### src/rtl/network_driver_pkg.sv
// rtl/network_driver_pkg.sv - shared states, window default and no-spike code for network_driver
package network_driver_pkg;

  // Sequencing of one classification: collect frame, pulse start, watch window, hand back result.
  typedef enum logic [2:0] {
    IDLE,
    LOAD,
    FIRE,
    RUN,
    REPORT
  } state_t;

  // Latency code reported when the window closed without any spike; sliced to WIDTH+1 bits by the user.
  localparam logic [31:0] NO_SPIKE_CODE = '1;

  // Full integration window for a WIDTH-bit accumulator.
  function automatic int default_window(input int width);
    return 2 ** (width + 1);
  endfunction

endpackage

### src/rtl/network_driver_if.sv
// rtl/network_driver_if.sv - pixel stream, network and result handshake bundle (res_count under NETWORK_DRIVER_SPIKE_COUNT_EN)
interface network_driver_if #(
  parameter int WIDTH  = 8,
  parameter int HEIGHT = 7
);

  logic              bit_in;
  logic              bit_valid;
  logic              bit_ready;
  logic [HEIGHT-1:0] pixels;
  logic              start;
  logic [1:0]        neuron_out;
  logic              res_valid;
  logic              res_ready;
  logic              res_spiked;
  logic [WIDTH:0]    res_latency;
  logic              busy;
`ifdef NETWORK_DRIVER_SPIKE_COUNT_EN
  logic [WIDTH:0]    res_count;
`endif

  // Driver side.
  modport slave (
    input  bit_in, bit_valid, neuron_out, res_ready,
`ifdef NETWORK_DRIVER_SPIKE_COUNT_EN
    output res_count,
`endif
    output bit_ready, pixels, start, res_valid, res_spiked, res_latency, busy
  );

  // Host / network side.
  modport master (
    output bit_in, bit_valid, neuron_out, res_ready,
`ifdef NETWORK_DRIVER_SPIKE_COUNT_EN
    input  res_count,
`endif
    input  bit_ready, pixels, start, res_valid, res_spiked, res_latency, busy
  );

endinterface

### src/rtl/network_driver_pixel_deser.sv
// rtl/network_driver_pixel_deser.sv - serial pixel deserializer with write index and last-beat flag
module pixel_deser #(
  parameter int HEIGHT = 7
) (
  input  logic              clk,
  input  logic              rst,
  input  logic              clear,
  input  logic              wr_en,
  input  logic              bit_in,
  output logic [HEIGHT-1:0] pixels,
  output logic              last_beat
);

  localparam int IW = (HEIGHT > 1) ? $clog2(HEIGHT) : 1;
  localparam logic [IW-1:0] LAST_IDX = IW'(HEIGHT - 1);

  logic [IW-1:0] index;

  assign last_beat = wr_en && (index == LAST_IDX);

  // Write each accepted bit at the current index; bits not yet rewritten keep the previous frame.
  always_ff @(posedge clk) begin
    if (rst) begin
      index  <= '0;
      pixels <= '0;
    end else if (clear) begin
      index <= '0;
    end else if (wr_en) begin
      pixels[index] <= bit_in;
      index         <= last_beat ? '0 : index + IW'(1);
    end
  end

endmodule

### src/rtl/network_driver.sv
// rtl/network_driver.sv - frame load, start pulse, window watch and result handshake (optional NETWORK_DRIVER_SPIKE_COUNT_EN)
module network_driver
  import network_driver_pkg::*;
#(
  parameter int WIDTH  = 8,
  parameter int HEIGHT = 7,
  parameter int WINDOW = default_window(WIDTH)
) (
  input logic            clk,
  input logic            rst,
  network_driver_if.slave bus
);

  localparam int CW = WIDTH + 1;
  localparam logic [CW-1:0] LAST_CYCLE = CW'(WINDOW - 1);

  state_t            state;
  state_t            state_next;
  logic [CW-1:0]     cnt;
  logic              spike_seen;
  logic [CW-1:0]     latency;
  logic              accepting;
  logic              beat;
  logic              last_beat;
  logic              deser_clear;
  logic [HEIGHT-1:0] frame;
  logic              unused_idle_flag;

  // The network's idle flag carries no information for the driver.
  assign unused_idle_flag = bus.neuron_out[1];

  assign accepting        = (state == IDLE) || (state == LOAD);
  assign beat             = bus.bit_valid && accepting;
  assign bus.bit_ready    = accepting;
  assign bus.pixels       = frame;
  assign bus.res_latency  = latency;
  assign bus.res_spiked   = (state == REPORT) && spike_seen;

  pixel_deser #(.HEIGHT(HEIGHT)) u_deser (
    .clk       (clk),
    .rst       (rst),
    .clear     (deser_clear),
    .wr_en     (beat),
    .bit_in    (bus.bit_in),
    .pixels    (frame),
    .last_beat (last_beat)
  );

  // State register.
  always_ff @(posedge clk) begin
    if (rst) state <= IDLE;
    else     state <= state_next;
  end

  // Next state and per-state strobes.
  always_comb begin
    state_next    = state;
    bus.start     = 1'b0;
    bus.res_valid = 1'b0;
    bus.busy      = 1'b1;
    deser_clear   = 1'b0;
    unique case (state)
      IDLE: begin
        bus.busy = 1'b0;
        if (beat) state_next = last_beat ? FIRE : LOAD;
      end
      LOAD: begin
        if (beat && last_beat) state_next = FIRE;
      end
      FIRE: begin
        bus.start   = 1'b1;
        deser_clear = 1'b1;
        state_next  = RUN;
      end
      RUN: begin
        if (cnt == LAST_CYCLE) state_next = REPORT;
      end
      REPORT: begin
        bus.res_valid = 1'b1;
        if (bus.res_ready) state_next = IDLE;
      end
      default: state_next = IDLE;
    endcase
  end

  // Window counter and first-spike capture; an empty window ends with the no-spike code.
  always_ff @(posedge clk) begin
    if (rst) begin
      cnt        <= '0;
      spike_seen <= 1'b0;
      latency    <= '0;
    end else begin
      case (state)
        FIRE: begin
          cnt        <= '0;
          spike_seen <= 1'b0;
        end
        RUN: begin
          if (cnt != LAST_CYCLE) cnt <= cnt + CW'(1);
          if (bus.neuron_out[0] && !spike_seen) begin
            spike_seen <= 1'b1;
            latency    <= cnt;
          end else if ((cnt == LAST_CYCLE) && !spike_seen) begin
            latency <= NO_SPIKE_CODE[CW-1:0];
          end
        end
        default: ;
      endcase
    end
  end

`ifdef NETWORK_DRIVER_SPIKE_COUNT_EN
  logic [CW-1:0] spike_cnt;

  assign bus.res_count = spike_cnt;

  // Saturating count of spiking RUN cycles.
  always_ff @(posedge clk) begin
    if (rst) begin
      spike_cnt <= '0;
    end else if (state == FIRE) begin
      spike_cnt <= '0;
    end else if ((state == RUN) && bus.neuron_out[0] && (spike_cnt != '1)) begin
      spike_cnt <= spike_cnt + CW'(1);
    end
  end
`endif

endmodule

### src/flat_wrapper.sv
// flat-port wrapper written by rule: the top's interface ports become plain ports
module network_driver_flat import network_driver_pkg::*;
#(
  parameter int WIDTH  = 8,
  parameter int HEIGHT = 7,
  parameter int WINDOW = default_window(WIDTH)
)
  (clk, rst, bus_bit_in, bus_bit_valid, bus_neuron_out, bus_res_ready, bus_bit_ready, bus_pixels, bus_start, bus_res_valid, bus_res_spiked, bus_res_latency, bus_busy);
  network_driver_if #(.WIDTH(WIDTH), .HEIGHT(HEIGHT)) bus_i ();
  input logic clk;
  input logic rst;
  input wire logic [$bits(bus_i.bit_in)-1:0] bus_bit_in;
  input wire logic [$bits(bus_i.bit_valid)-1:0] bus_bit_valid;
  input wire logic [$bits(bus_i.neuron_out)-1:0] bus_neuron_out;
  input wire logic [$bits(bus_i.res_ready)-1:0] bus_res_ready;
  output wire logic [$bits(bus_i.bit_ready)-1:0] bus_bit_ready;
  output wire logic [$bits(bus_i.pixels)-1:0] bus_pixels;
  output wire logic [$bits(bus_i.start)-1:0] bus_start;
  output wire logic [$bits(bus_i.res_valid)-1:0] bus_res_valid;
  output wire logic [$bits(bus_i.res_spiked)-1:0] bus_res_spiked;
  output wire logic [$bits(bus_i.res_latency)-1:0] bus_res_latency;
  output wire logic [$bits(bus_i.busy)-1:0] bus_busy;
  assign bus_i.bit_in = bus_bit_in;
  assign bus_i.bit_valid = bus_bit_valid;
  assign bus_i.neuron_out = bus_neuron_out;
  assign bus_i.res_ready = bus_res_ready;
  assign bus_bit_ready = bus_i.bit_ready;
  assign bus_pixels = bus_i.pixels;
  assign bus_start = bus_i.start;
  assign bus_res_valid = bus_i.res_valid;
  assign bus_res_spiked = bus_i.res_spiked;
  assign bus_res_latency = bus_i.res_latency;
  assign bus_busy = bus_i.busy;
  network_driver #(.WIDTH(WIDTH), .HEIGHT(HEIGHT), .WINDOW(WINDOW)) u_core (.clk(clk), .rst(rst), .bus(bus_i));
endmodule
### config.mk
export PLATFORM = sky130hd
export DESIGN_NAME = network_driver_flat
export DESIGN_NICKNAME = d
export VERILOG_FILES = /design/src/rtl/network_driver_pkg.sv /design/src/rtl/network_driver_if.sv /design/src/rtl/network_driver_pixel_deser.sv /design/src/rtl/network_driver.sv /design/src/flat_wrapper.sv
export SDC_FILE = /design/constraint.sdc
export NUM_CORES = 1
export LEC_CHECK = 0
export CAP_MARGIN = 30
export CELL_PAD_IN_SITES_DETAIL_PLACEMENT = 0
export CELL_PAD_IN_SITES_GLOBAL_PLACEMENT = 1
export CORE_MARGIN = 1
export CORE_UTILIZATION = 42
export CTS_CLUSTER_SIZE = 40
export DETAILED_ROUTE_END_ITERATION = 10
export GPL_ROUTABILITY_DRIVEN = 0
export PLACE_DENSITY_LB_ADDON = 0.05
export SKIP_CTS_REPAIR_TIMING = 1
export SYNTH_ARGS = -nofsm -noshare
export SYNTH_HDL_FRONTEND = slang
export SYNTH_HIERARCHICAL = 1
export SYNTH_SLANG_ARGS = --single-unit
### constraint.sdc
create_clock -name clk -period 3.1 [get_ports clk]
set_clock_uncertainty 0.05 [all_clocks]
set_input_delay 0.62 -clock clk [delete_from_list [all_inputs] [get_ports clk]]
set_output_delay 0.62 -clock clk [all_outputs]
set_load 0.05 [all_outputs]
-- After elaboration in Yosys (flattened, before gate mapping)
Cells that the tools add are included.
- equal/unequal tests: 13
- reduce and logical (&&, ||, !) cells: 18
- add/subtract/negate cells: 2
- mux-type cells: 19
- bitwise operators: 1
- $lt $le $gt $ge: 2
- operators by type and width (cell ; count):
    9-bit 2-to-1 mux ; 3
    9-bit one-hot mux with 2 select lines ; 1
    3-bit 2-to-1 mux ; 5
    3-bit one-hot mux with 5 select lines ; 1
    9-bit by 1-bit adder with 9-bit output (second input constant) ; 1
    9-bit == test (second input constant) ; 1
    9-bit != test (second input constant) ; 1
    2-bit by 1-bit != test with 1-bit output (second input constant) ; 4
    2-bit AND reduction ; 4
    7-bit bitwise mux ; 1
    1-bit logical AND ; 7
    3-bit by 2-bit == test with 1-bit output (second input constant) ; 2
    3-bit == test (second input constant) ; 2
    1-bit 2-to-1 mux ; 5
    3-bit by 4-bit < comparator with 1-bit output (second input constant) ; 1
    2-bit != test (second input constant) ; 2
    4-bit AND reduction ; 1
    2-bit nonzero test ; 2
    3-bit by 1-bit adder with 3-bit output (second input constant) ; 1
    1-bit demux with 3-bit select ; 1
    3-bit by 1-bit == test with 1-bit output (second input constant) ; 1
    3-bit by 1-bit greater-or-equal comparator with 1-bit output (second input constant) ; 1
    3-bit zero test ; 1
    2-bit 2-to-1 mux ; 1
    5 further kinds ; 5
- bits in registers: 32
- word-level logic and storage cells: 61
- bits of input ports: 7

-- Depth between registers and ports, before layout
- word-level depth: 7
- gate-level depth with buffers: 9
- mapped depth without buffers: 8

-- Cells and area by module
The synthesis kept the hierarchy.
- modules (own cells, without submodules) (module ; cells an instance ; area an instance (µm²) ; times used):
    network_driver ; 123 ; 1088.5 ; 1
    pixel_deser ; 53 ; 516.7 ; 1

-- Worst setup path before layout
Ideal clock, no wire load.
- kind: reg-to-output
- start point: register u_core.state[2]
- end point: output bus_res_spiked
- path slack: 0.292 ns
- path buffers: 1
- arrival: 2.138 ns
- stages on the path, launching flop included: 5
- path through: dfxtp_1 buf_6 inv_1 nor3_1 and2_1
- longest elaborated chain between the ends: 2
- RTL lines (what ; RTL line ; text):
    start, declared ; network_driver.sv:17 ; state_t state;
    start signal, assigned ; network_driver.sv:52 ; else state <= state_next;
    3-bit == test ; network_driver.sv:37 ; assign bus.res_spiked = (state == REPORT) && spike_seen;
    1-bit logical AND ; network_driver.sv:37 ;
    end, declared ; flat_wrapper.sv:20 ; output wire logic [$bits(bus_i.res_spiked)-1:0] bus_res_spiked;
No other way between the ends.

-- Worst setup path in the final report
- start point: register u_core.state[1]
- end point: output bus_start
- longest elaborated chain between the ends: 2
- RTL lines (what ; RTL line ; text):
    3-bit by 2-bit == test with 1-bit output ; network_driver.sv:62 ; unique case (state)
    1-bit 2-to-1 mux ; network_driver.sv:62 ;
    end, declared ; flat_wrapper.sv:18 ; output wire logic [$bits(bus_i.start)-1:0] bus_start;
No other way between the ends.

==> metrics.md <==
| Metric | Value |
|---|---|
| Final Critical Period | 2777 ps |
| TNS Setup | 0 ps |
| FP Rows | 22 |
| H-Tree Level Count | 2 |
| Relative slew slack | between 50% and 60% |
| Maximum vdd drop | 0.2408 mV |
| Vias per Instance | ~5.2 |
| First-pass GRT wire length | 5520 µm |
| Detailed Place HPWL | roughly 2300 µm |
| Area grow syn2layout | 20.89% |
| Chip width | 63.83 µm |
| Worst slew pin tran | 622.7 ps |
| 1st-pass router iterations | 4 |
| Synth area leader | dfxtp_1 |
| Hold Startpoint | u_core/u_deser/pixels[4]$_SDFFE_PP0P_ |
| Grt total ovfl | 0 |
| CP max FO | 9 |
| Initial Util | 43.85% |
| Largest net degree at the start of global routing | 18 |
| Peak Freq | 360.1 MHz |
| DRC | 0 |
| Crit path arrival time | 2110 ps |
| Clk pin slew, worst setup/hold paths | about 70 ps |
| DR vias | between 1000 and 1500 |
| Final worst-path cycle share | 89.58% |
| RR Endpoint | u_core/bus.res_latency[4]$_SDFFE_PP0P_ |
| Hold Path Depth | 2 |
| CTS tree | yes |
| Final Hold Vio Count | 0 |
| CTS max path bufs | 2 |
| Netlist area before placement | between 1500 and 2000 µm² |
| Share of the synthesized area in the top cell type | ~40% |
| Syn_nets | 187 |
| Core area | between 3000 and 4000 µm² |
| Routed Antenna Nets | 0 |
| Diode count | 0 |
| Ys async rst share | 0% |
| WS Path Type | flip-flop to output pin |
| Die area | 4074 µm² |
| Root buffer cell | clkbuf_8 |
| Startpoint types | flip-flop |
| Nets | roughly 210 |
| Synth cell types | between 40 and 50 |
| Critical Path RT | roughly 2400 ps |
| Worst min-delay path endpoint | u_core/u_deser/pixels[4]$_SDFFE_PP0P_ |
| Pre-CTS setup slack | 603.4 ps |
| Top FF cell, synth | dfxtp_1 |
| Clk_lat worst skew | 290 ps |
| Share of layout cells above drive strength 1 | 9.548% |
| Gate power share | under 10% |
| Register area share after synthesis | 39.91% |
| PD cells | 457.8 nW/µm² |
| R2R setup slack | 890 ps |
| Port bufs | 26 |
| Post-synthesis cell count | about 180 |
| Initial antenna violation count | 0 |
| Setup violations, final | 0 |
| Switch share | 23.21% |
| Hold Crit Class | flip-flop to flip-flop |
| DRT iter0 DRCs | 74 |
| Clock power frac | 44.7% |
| Die Ht | 63.83 µm |
| I/O pins | 28 |
| Maxcap violations | 0 |
| Vias in the first global route | 1208 |
| Syn avg cell area | 9.121 µm² |
| Clock buffer count from CTS | 5 |
| RSZ-0062 raised after global routing | false |
| Gr usage total | 17.46% |
| R2r startpoint | u_core/cnt[0]$_SDFFE_PP0P_ |
| Yosys reg bits | 32 |
| Max Slew Vio Count | 0 |
| Crit path capture type | output pin |
| Internal power | a little under 0.7 mW |
| Wire per inst | 12.68 µm |
| CTS sink count | 32 |
| Final Worst Setup Slack | roughly 320 ps |
| Detailed Route WL | 3132 µm |
| Post-synth EDFFs | 0 |
| Syn. warnings | 6 |
| R2R depth | 7 |
| NetSw | 0.2063 mW |
| Area contributors post-synth | dfxtp_1, mux2i_1, nor2_1, a311oi_1, buf_6 |
| LEAKAGE | just under 0.7 nW |
| Sequential Power Share | 47.9% |
| Outcome | completed |
| Final Util | 53.01% |
## cell families (layout without fill, tap and decap cells)
family	after synthesis	count (layout)	synth area share, %
muxes	11	11	6.859
DFF	32	32	39.91
xor gates and xnor gates	5	5	2.728
buffers and inverters	25	48	9.742
adders and majority gates	4	4	3.118
AOI/OAI and AO/OA	26	26	12.31
and+or+nand+nor	73	73	25.33
## cell usage in the layout (no fill, tap or decap), types with 2 or more instances in the layout
| master | synthesis | layout |
|---|---|---|
| mux2i_1 | 11 | 11 |
| nand3_1 | 3 | 3 |
| inv_1 | 12 | 12 |
| xnor2_1 | 5 | 5 |
| dfxtp_1 | 32 | 32 |
| clkdlybuf4s50_1 | 0 | 26 |
| a21oi_1 | 2 | 2 |
| buf_4 | 1 | 2 |
| nor2_1 | 20 | 20 |
| a31oi_1 | 3 | 3 |
| a311oi_1 | 8 | 8 |
| nor4_1 | 3 | 3 |
| o21ai_0 | 3 | 3 |
| nand3b_1 | 2 | 2 |
| nand2_1 | 10 | 10 |
| nor3_1 | 10 | 10 |
| nand2b_1 | 8 | 8 |
| ha_1 | 4 | 4 |
| and2_1 | 3 | 3 |
| a22oi_1 | 2 | 2 |
| nor2b_1 | 2 | 2 |
| clkbuf_8 | 0 | 5 |
| o22ai_1 | 2 | 2 |
| nor2_2 | 2 | 2 |
## power by group through the flow
| stage | logic (mW) | clock network [mW] | registers (mW) |
|---|---|---|---|
| floorplan | 0.0434 | 0 | 0.438 |
| global placement | 0.0653 | 0 | 0.434 |
| detailed placement | 0.0659 | 0 | 0.434 |
| CTS | 0.0661 | 0.410 | 0.425 |
| global route | 0.0715 | 0.425 | 0.426 |
| finish | 0.0658 | 0.397 | 0.425 |
## synth_stat cells, types with 4 or more instances
cell      count
xnor2_1       5
nand2b_1      8
ha_1          4
buf_6         5
nor2_1       20
dfxtp_1      32
nor3_1       10
mux2i_1      11
inv_1        12
nand2_1      10
a311oi_1      8
## sequential cells by signal, summed over array words and instances, names as in the netlist
signal and flops:
u_core/cnt 9, u_core/spike_seen 1, u_core/u_deser/index 3, u_core/bus.res_latency 9, u_core/state 3, u_core/u_deser/pixels 7
## layer usage
metal  vias to the layer above  GRT usage [%]  routed length, µm
li1                        656              -                  -
met1                       598          21.44               1563
met2                        24          27.26               1379
met3                         6          5.179                131
met4                         0          9.375                 57
met5                         -              0                  0
## final cells by class
type / count / area, µm²
clock buffers: 5 / 68.82
fillers: 336 / 1720
clock inverters: 3 / 42.54
multi-input cells: 119 / 808.3
inverters: 12 / 45.04
flip-flops and latches: 32 / 640.6
well taps: 48 / 60.06
repair buffers: 28 / 275.3
## critical path, stage by stage, from the launching register on
cell	delay, ps
dfxtp_1	510
nand2b_4	140
nor2_2	290
clkdlybuf4s50_1	870
## how the worst max path moves through the flow
| stage | from | end | slack [ps] |
|---|---|---|---|
| final | u_core/state[1]$_SDFFE_PP0P_ | bus_start | 320 |
| after global routing | u_core/state[1]$_SDFFE_PP0P_ | bus_start | 230 |
| after CTS | u_core/state[1]$_SDFFE_PP0P_ | bus_start | 300 |
| after detailed placement | bus_bit_valid | u_core/state[0]$_SDFFE_PP0P_ | 600 |
| after global placement | bus_bit_valid | u_core/state[0]$_SDFFE_PP0P_ | 620 |
| after floorplan | u_core/state[2]$_SDFFE_PP0P_ | bus_res_spiked | 290 |
## metrics by stage
| stage | area (µm²) | hold WS [ps] | cells | power, mW |
|---|---|---|---|---|
| after global placement | 1829 | 411.3 | 239 | 0.4995 |
| after detailed placement | 1829 | 416.6 | 239 | 0.5004 |
| after CTS | 1941 | 431.5 | 247 | 0.9013 |
| after global routing | 1941 | 463.0 | 247 | 0.9230 |
| after floorplan | 1605 | 405.1 | 176 | 0.4811 |
| final | 1941 | 424.7 | 247 | 0.8885 |
No activity file was read; power rests on OpenSTA's default activity.
